==> src/rtl/data_mem_ctrl.sv <==
// rtl/data_mem_ctrl.sv - core data-port to single-outstanding bus controller with timeout
module data_mem_ctrl #(
    parameter int unsigned TIMEOUT_CYCLES = 16,
    parameter logic [31:0] TIMEOUT_DATA   = 32'hFFFF_FFFF
) (
    input  logic        clock__i,
    input  logic        reset_n__i,
    input  logic [31:0] memAddr__i,
    input  logic [31:0] memDataWrite__i,
    input  logic        memRead__i,
    input  logic        memWrite__i,
    output logic [31:0] memDataRead__o,
    output logic        memStall__o,
    output logic        busReq__o,
    output logic        busWe__o,
    output logic [31:0] busAddr__o,
    output logic [31:0] busWData__o,
    input  logic        busAck__i,
    input  logic [31:0] busRData__i,
    input  logic        errClear__i,
    output logic        alignErr__o,
    output logic        timeoutErr__o
);

    typedef enum logic [1:0] {
        ST_IDLE = 2'd0,
        ST_REQ  = 2'd1,
        ST_DONE = 2'd2
    } state_t;

    // Timeout fires in the REQ cycle whose incoming count is TIMEOUT_CYCLES-1,
    // so the request is held for exactly TIMEOUT_CYCLES cycles.
    localparam logic [7:0] CNT_LAST = 8'(TIMEOUT_CYCLES - 1);

    state_t      state_q, state_d;
    logic [7:0]  cnt_q, cnt_d;
    logic        bus_req_q, bus_req_d;
    logic        bus_we_q, bus_we_d;
    logic [31:0] bus_addr_q, bus_addr_d;
    logic [31:0] bus_wdata_q, bus_wdata_d;
    logic [31:0] rdata_q, rdata_d;
    logic        align_err_q, align_err_d;
    logic        timeout_err_q, timeout_err_d;

    logic        req_any;
    logic        req_aligned;
    logic        new_align_err;
    logic        new_timeout_err;

    assign req_any     = memRead__i | memWrite__i;
    assign req_aligned = (memAddr__i[1:0] == 2'b00);

    always_comb begin
        state_d         = state_q;
        cnt_d           = cnt_q;
        bus_req_d       = bus_req_q;
        bus_we_d        = bus_we_q;
        bus_addr_d      = bus_addr_q;
        bus_wdata_d     = bus_wdata_q;
        rdata_d         = rdata_q;
        new_align_err   = 1'b0;
        new_timeout_err = 1'b0;

        case (state_q)
            ST_IDLE: begin
                if (req_any) begin
                    if (req_aligned) begin
                        state_d     = ST_REQ;
                        cnt_d       = 8'd0;
                        bus_req_d   = 1'b1;
                        bus_we_d    = memWrite__i;
                        bus_addr_d  = memAddr__i;
                        bus_wdata_d = memDataWrite__i;
                    end else begin
                        new_align_err = 1'b1;
                        // Store takes priority when both strobes are high.
                        if (!memWrite__i) begin
                            rdata_d = 32'd0;
                        end
                    end
                end
            end

            ST_REQ: begin
                if (busAck__i) begin
                    state_d   = ST_DONE;
                    bus_req_d = 1'b0;
                    if (!bus_we_q) begin
                        rdata_d = busRData__i;
                    end
                end else if (cnt_q == CNT_LAST) begin
                    state_d         = ST_DONE;
                    bus_req_d       = 1'b0;
                    new_timeout_err = 1'b1;
                    if (!bus_we_q) begin
                        rdata_d = TIMEOUT_DATA;
                    end
                end else begin
                    cnt_d = cnt_q + 8'd1;
                end
            end

            ST_DONE: begin
                state_d = ST_IDLE;
            end

            default: begin
                state_d   = ST_IDLE;
                bus_req_d = 1'b0;
            end
        endcase

        align_err_d   = (align_err_q & ~errClear__i) | new_align_err;
        timeout_err_d = (timeout_err_q & ~errClear__i) | new_timeout_err;
    end

    always_ff @(posedge clock__i or negedge reset_n__i) begin
        if (!reset_n__i) begin
            state_q       <= ST_IDLE;
            cnt_q         <= 8'd0;
            bus_req_q     <= 1'b0;
            bus_we_q      <= 1'b0;
            bus_addr_q    <= 32'd0;
            bus_wdata_q   <= 32'd0;
            rdata_q       <= 32'd0;
            align_err_q   <= 1'b0;
            timeout_err_q <= 1'b0;
        end else begin
            state_q       <= state_d;
            cnt_q         <= cnt_d;
            bus_req_q     <= bus_req_d;
            bus_we_q      <= bus_we_d;
            bus_addr_q    <= bus_addr_d;
            bus_wdata_q   <= bus_wdata_d;
            rdata_q       <= rdata_d;
            align_err_q   <= align_err_d;
            timeout_err_q <= timeout_err_d;
        end
    end

    // Stall must rise in the same cycle the core presents the access.
    assign memStall__o = ((state_q == ST_IDLE) && req_any && req_aligned) ||
                         (state_q == ST_REQ);

    assign busReq__o      = bus_req_q;
    assign busWe__o       = bus_we_q;
    assign busAddr__o     = bus_addr_q;
    assign busWData__o    = bus_wdata_q;
    assign memDataRead__o = rdata_q;
    assign alignErr__o    = align_err_q;
    assign timeoutErr__o  = timeout_err_q;

endmodule

==> config.mk <==
export PLATFORM = sky130hd
export DESIGN_NAME = data_mem_ctrl
export DESIGN_NICKNAME = d
export VERILOG_FILES = /design/src/rtl/data_mem_ctrl.sv
export SDC_FILE = /design/constraint.sdc
export NUM_CORES = 1
export LEC_CHECK = 0
export CAP_MARGIN = 20
export CORE_UTILIZATION = 30
export CTS_CLUSTER_SIZE = 24
export DETAILED_ROUTE_END_ITERATION = 10
export PLACE_DENSITY = 0.66
export SLEW_MARGIN = 20
export SYNTH_ARGS = -nofsm -noshare
export SYNTH_HDL_FRONTEND = slang
export SYNTH_SLANG_ARGS = --single-unit
==> constraint.sdc <==
create_clock -name clock__i -period 1.9 [get_ports clock__i]
set_input_delay 0.475 -clock clock__i [delete_from_list [all_inputs] [get_ports clock__i]]
set_output_delay 0.475 -clock clock__i [all_outputs]
set_load 0.005 [all_outputs]
**After elaboration in Yosys (flattened, before gate mapping)**

Index checks and enable logic that the tools add are counted.

- $add $sub $neg: 1
- Eq/ne operators: 11
- Multiplexer cells: 29
- Bitwise operators: 7
- Reductions and logical operators: 11

Operators by type and width:

| operator | number |
|---|---|
| $mux W32 | 7 |
| $pmux W32 S2 | 1 |
| $mux W8 | 4 |
| $pmux W8 S2 | 1 |
| $ne A2 B2 Y1 const B | 7 |
| $mux W1 | 10 |
| $add A8 B1 Y8 const B | 1 |
| $eq A8 B4 Y1 const B | 1 |
| $mux W2 | 4 |
| $reduce_and A3 Y1 | 2 |
| $reduce_and A6 Y1 | 1 |
| $reduce_and A5 Y1 | 1 |
| $logic_not A2 Y1 | 2 |
| $pmux W2 S2 | 1 |
| $reduce_and A4 Y1 | 1 |
| $ne A3 B3 Y1 const B | 1 |
| $or A1 B1 Y1 | 3 |
| $pmux W1 S3 | 1 |
| $and A1 B1 Y1 | 2 |
| $eq A2 B1 Y1 const B | 1 |
| $eq A2 B2 Y1 const B | 1 |
| $logic_and A1 B1 Y1 | 2 |
| $not A1 Y1 | 2 |
| $reduce_bool A2 Y1 | 1 |
| $logic_or A1 B1 Y1 | 1 |

- Flip-flop bits (word level): 110
- Input bits: 102
- Output and inout port bits: 101
- Word-level logic and storage cells: 68

**Longest topological paths before layout**

- Depth after elaboration: 5
- Mapped depth: 7
- Gate-level depth less buffers: 5

**Worst setup path after synthesis**

Ideal clock, no wire load.

- Kind: in2out
- Start: input memAddr__i[1]
- End: output memStall__o
- Data arrival time: 1.410 ns
- Setup slack: 0.015 ns
- Cell stages on the path: 5
- Buffers on the path: 2
- Cells stage by stage: nor4_2 o21ai_1 buf_2 buf_2 nand2_1

- Word-level cells in the longest chain between the ends: 3

Ends and longest elaborated chain:

| what | line | RTL |
|---|---|---|
| start: declaration | 8 | `input logic [31:0] memAddr__i,` |
| $logic_not A2 Y1 | 51 | `assign req_aligned = (memAddr__i[1:0] == 2'b00);` |
| $logic_and A1 B1 Y1 | 142 | `assign memStall__o = ((state_q == ST_IDLE) && req_any && req_aligned) \|\|` |
| $logic_or A1 B1 Y1 | 142 |  |
| end: declaration | 13 | `output logic memStall__o,` |

Every way passes these cells.

**Worst setup path after layout**

- Start: register state_q[0]
- End: output memStall__o

- Word-level cells in the longest chain between the ends: 4
- Elaborated cells on any way between the ends: 5

Ends and longest elaborated chain:

| what | line | RTL |
|---|---|---|
| start: declaration | 35 | `state_t state_q, state_d;` |
| start signal: assignment | 129 | `state_q <= state_d;` |
| $logic_not A2 Y1 | 142 |  |
| $logic_and A1 B1 Y1 (2 in a row) | 142 |  |
| $logic_or A1 B1 Y1 (*) | 142 |  |

Every way passes the cells marked *; elsewhere a longest branch is shown, timed or not.

==> impl_metrics.json <==
{
  "finalNonFillerCells": 881,
  "worst_ep_required_time_ps": 1420,
  "switchingPower_mw": 2.17,
  "vias_per_cell": 4.57,
  "ys_seq_elements": 110,
  "synthesis.yosys.warnings": 0,
  "globalplace.congestion": 0.790,
  "critical-path-max-stage-delay_ps": 410,
  "synth.yosys.seq_area_share": 0.598,
  "final_layout_size_suffix_gt1_frac": 0.0818,
  "drcViolationCount": 0,
  "grt_overflow": 0,
  "grt_setup_unrepaired": "true",
  "placed_cells": 862,
  "most_common_cell_in_the_netlist": "sky130_fd_sc_hd__nand2_1",
  "cts_tree": "built",
  "routed_wire_length_per_instance_um": 14.6,
  "static-leakage-power_nw": 3.41,
  "detail_route.first_pass.iterations": 4,
  "fillerInstances": 1364,
  "share_clk_of_total_power": 0.268,
  "power_per_cell_area_mw_per_mm2": 1070,
  "grt_max_degree": 69,
  "first_pass_grt_wire_length_um": 20800,
  "portBuffers": 202,
  "power.share.combinational": 0.308,
  "core-area_mm2": 0.0148,
  "die_w_um": 126,
  "power.sequential.fraction": 0.424,
  "num_vias": 4029,
  "routed_wirelength_um": 12900,
  "htreeDepth": 3,
  "fin_worst_skew_ps": 5.78,
  "timing.critical_path.arrival_ps": 1410,
  "synth_cell_types": 35,
  "synth_flop_cell": "sky130_fd_sc_hd__dfrtp_1",
  "layout_min_cycle_time_ps": 1880,
  "p_int_mw": 5.67,
  "finalMaxSlewViolations": 0,
  "initial_utilization": 0.312,
  "path_cells": "nor4_2, buf_4, o21ai_4, nand2_1, buf_2",
  "cp_class": "reg -> out",
  "synth_top_cells_by_count": "sky130_fd_sc_hd__nand2_1, sky130_fd_sc_hd__dfrtp_1, sky130_fd_sc_hd__mux2i_1",
  "cts.sinks": 110,
  "run_status": "finished, final reports clean",
  "placedInstanceArea_mm2": 0.00700,
  "num_antenna_cells": 0,
  "dp_hpwl_um": 9280,
  "syn-num-nets": 578,
  "timing.critical_path.max_delay_family": "flip-flops",
  "dominant_cell_type_by_area_after_synthesis": "sky130_fd_sc_hd__dfrtp_1",
  "netlist_area_mm2": 0.00460,
  "min_period_over_period": 0.990,
  "cts_hold_repair.buffers": 0,
  "die_height_um": 126,
  "sw_frac_of_total": 0.277,
  "first_global_vias": 4154,
  "path_max_fanout": 2,
  "timing.slew.headroom": 0.655,
  "finish.net_count": 795,
  "flow.area_growth_from_synthesis_pct": 59.8,
  "all_layer_gr_usage": 0.167,
  "critical_path.slowest_cell": "sky130_fd_sc_hd__dfrtp_1",
  "clk_pin_slew_worst_paths_ps": 80,
  "critical_path.n_buffers_inverters": 2,
  "synth.avg_cell_area_um2": 9.69,
  "clkLatencyLatePin_ps": 350,
  "die_outline_area_mm2": 0.0158,
  "finalSetupViolations": 0,
  "peak_supply_drop_uv": 495,
  "synth-async-reset-ratio": 1.00,
  "setup.worst_path.end_class": "output pin",
  "yosys.area.top_type_share": 0.598,
  "worst_setup_path_start_kind": "flop",
  "cts_root_buf": "sky130_fd_sc_hd__clkbuf_16",
  "placement_rows": 44,
  "worst_case_setup_margin_in_the_final_layout_ps": 19.6,
  "antenna_found_initial": 0,
  "post-route-cell-area_mm2": 0.00735,
  "timing.final.hold_violations": 0,
  "synth_enable_flop_cells": 0,
  "holdCritPathClass": "in -> async",
  "first_iter_violations": 141,
  "tightestPinTransition_ps": 518,
  "synth.area.top_cells": "sky130_fd_sc_hd__dfrtp_1, sky130_fd_sc_hd__nand2_1, sky130_fd_sc_hd__mux2i_1",
  "ant_nets": 0,
  "clock_tree.buffer_depth": 2,
  "io_pins": 203,
  "pre_cts_ws_ps": -526,
  "achievable-frequency_mhz": 532,
  "cts_buffers": 9,
  "maxCapViolCount": 0,
  "synthCells": 475
}
layout make-up:
cell class                 count  area (um2)  area share
clock buffer                  10         239      0.0325
sequential                   110        2750       0.374
clock inverter                 6        91.3      0.0124
inverter                       5        18.8     0.00255
timing repair buffer         231        2310       0.314
tap                          184         230      0.0313
multi-input combinational    335        1710       0.233
logic make-up after synthesis:
kind of cell / count (synthesis) / share of synthesized area
and+or+nand+nor: 279 / 0.261
AOI/OAI and AO/OA: 21 / 0.0305
muxes: 33 / 0.0718
xor gates and xnor gates: 1 / 0.00190
DFF: 110 / 0.598
buffers and inverters: 30 / 0.0343
adders and majority gates: 1 / 0.00272
power groups by stage:
stage / combinational (mW) / clock (mW) / sequential, mW
finish: 2.41 / 2.10 / 3.33
global placement: 2.40 / 0 / 3.33
floorplan: 0.710 / 0 / 3.37
CTS: 2.45 / 2.16 / 3.33
detailed placement: 2.44 / 0 / 3.36
global route: 2.65 / 2.25 / 3.41
state kept, by name (all words and copies together) (netlist names):
name	cells
busAddr__o	32
busWData__o	32
memDataRead__o	32
cnt_q	8
state_q	2
alignErr__o	1
busReq__o	1
busWe__o	1
timeoutErr__o	1
worst paths after layout:
path / startpoint / end / cells past startpoint / slack (ps)
max: state_q[0]$_DFFE_PN0P_ / memStall__o / 5 / 20
min reg2reg: busWData__o[15]$_DFFE_PN0P_ / busWData__o[15]$_DFFE_PN0P_ / 2 / 480
max reg2reg: state_q[0]$_DFFE_PN0P_ / busWData__o[22]$_DFFE_PN0P_ / 9 / 140
min in group clock__i: busWData__o[15]$_DFFE_PN0P_ / busWData__o[15]$_DFFE_PN0P_ / 2 / 480
max in group asynchronous: reset_n__i / busWData__o[22]$_DFFE_PN0P_ / 2 / 1230
min: reset_n__i / busWData__o[4]$_DFFE_PN0P_ / 1 / 100
metal layers:
layer | global-route usage | up-vias | routed length, um
met5 | 0 | - | 0
met4 | 0.0758 | 0 | 293
met3 | 0.0573 | 18 | 1210
met2 | 0.278 | 181 | 6040
met1 | 0.194 | 1903 | 5350
li1 | - | 1927 | -
metrics by stage:
stage	hold WS (ps)	utilization	TNS [ps]	power (mW)
global placement	456	0.475	-19170	5.74
global route	129	0.498	-70.9	8.31
floorplan	179	-	0	4.08
detailed placement	461	0.475	-20810	5.81
CTS	110	0.497	0	7.94
finish	96.3	0.498	0	7.84
layout by cell type, fill, tap and decap left out, types with 3 or more instances in the layout:
cell,netlist,final
sky130_fd_sc_hd__nand3_1,3,3
sky130_fd_sc_hd__buf_4,0,23
sky130_fd_sc_hd__nand2_1,227,227
sky130_fd_sc_hd__clkbuf_16,0,9
sky130_fd_sc_hd__mux2i_1,33,33
sky130_fd_sc_hd__clkdlybuf4s50_1,0,198
sky130_fd_sc_hd__buf_12,0,6
sky130_fd_sc_hd__nor2_1,4,4
sky130_fd_sc_hd__a21oi_1,3,3
sky130_fd_sc_hd__inv_1,5,5
sky130_fd_sc_hd__nor2b_1,32,32
sky130_fd_sc_hd__dfrtp_1,110,110
sky130_fd_sc_hd__o21ai_0,5,5
repair_timing:
item,in CTS,in global routing
pin swaps,1,2
buffers inserted,1,2
resized for setup,7,2
endpoints found under the setup margin,4,23
Note: power is estimated with default switching activity, not from simulation.
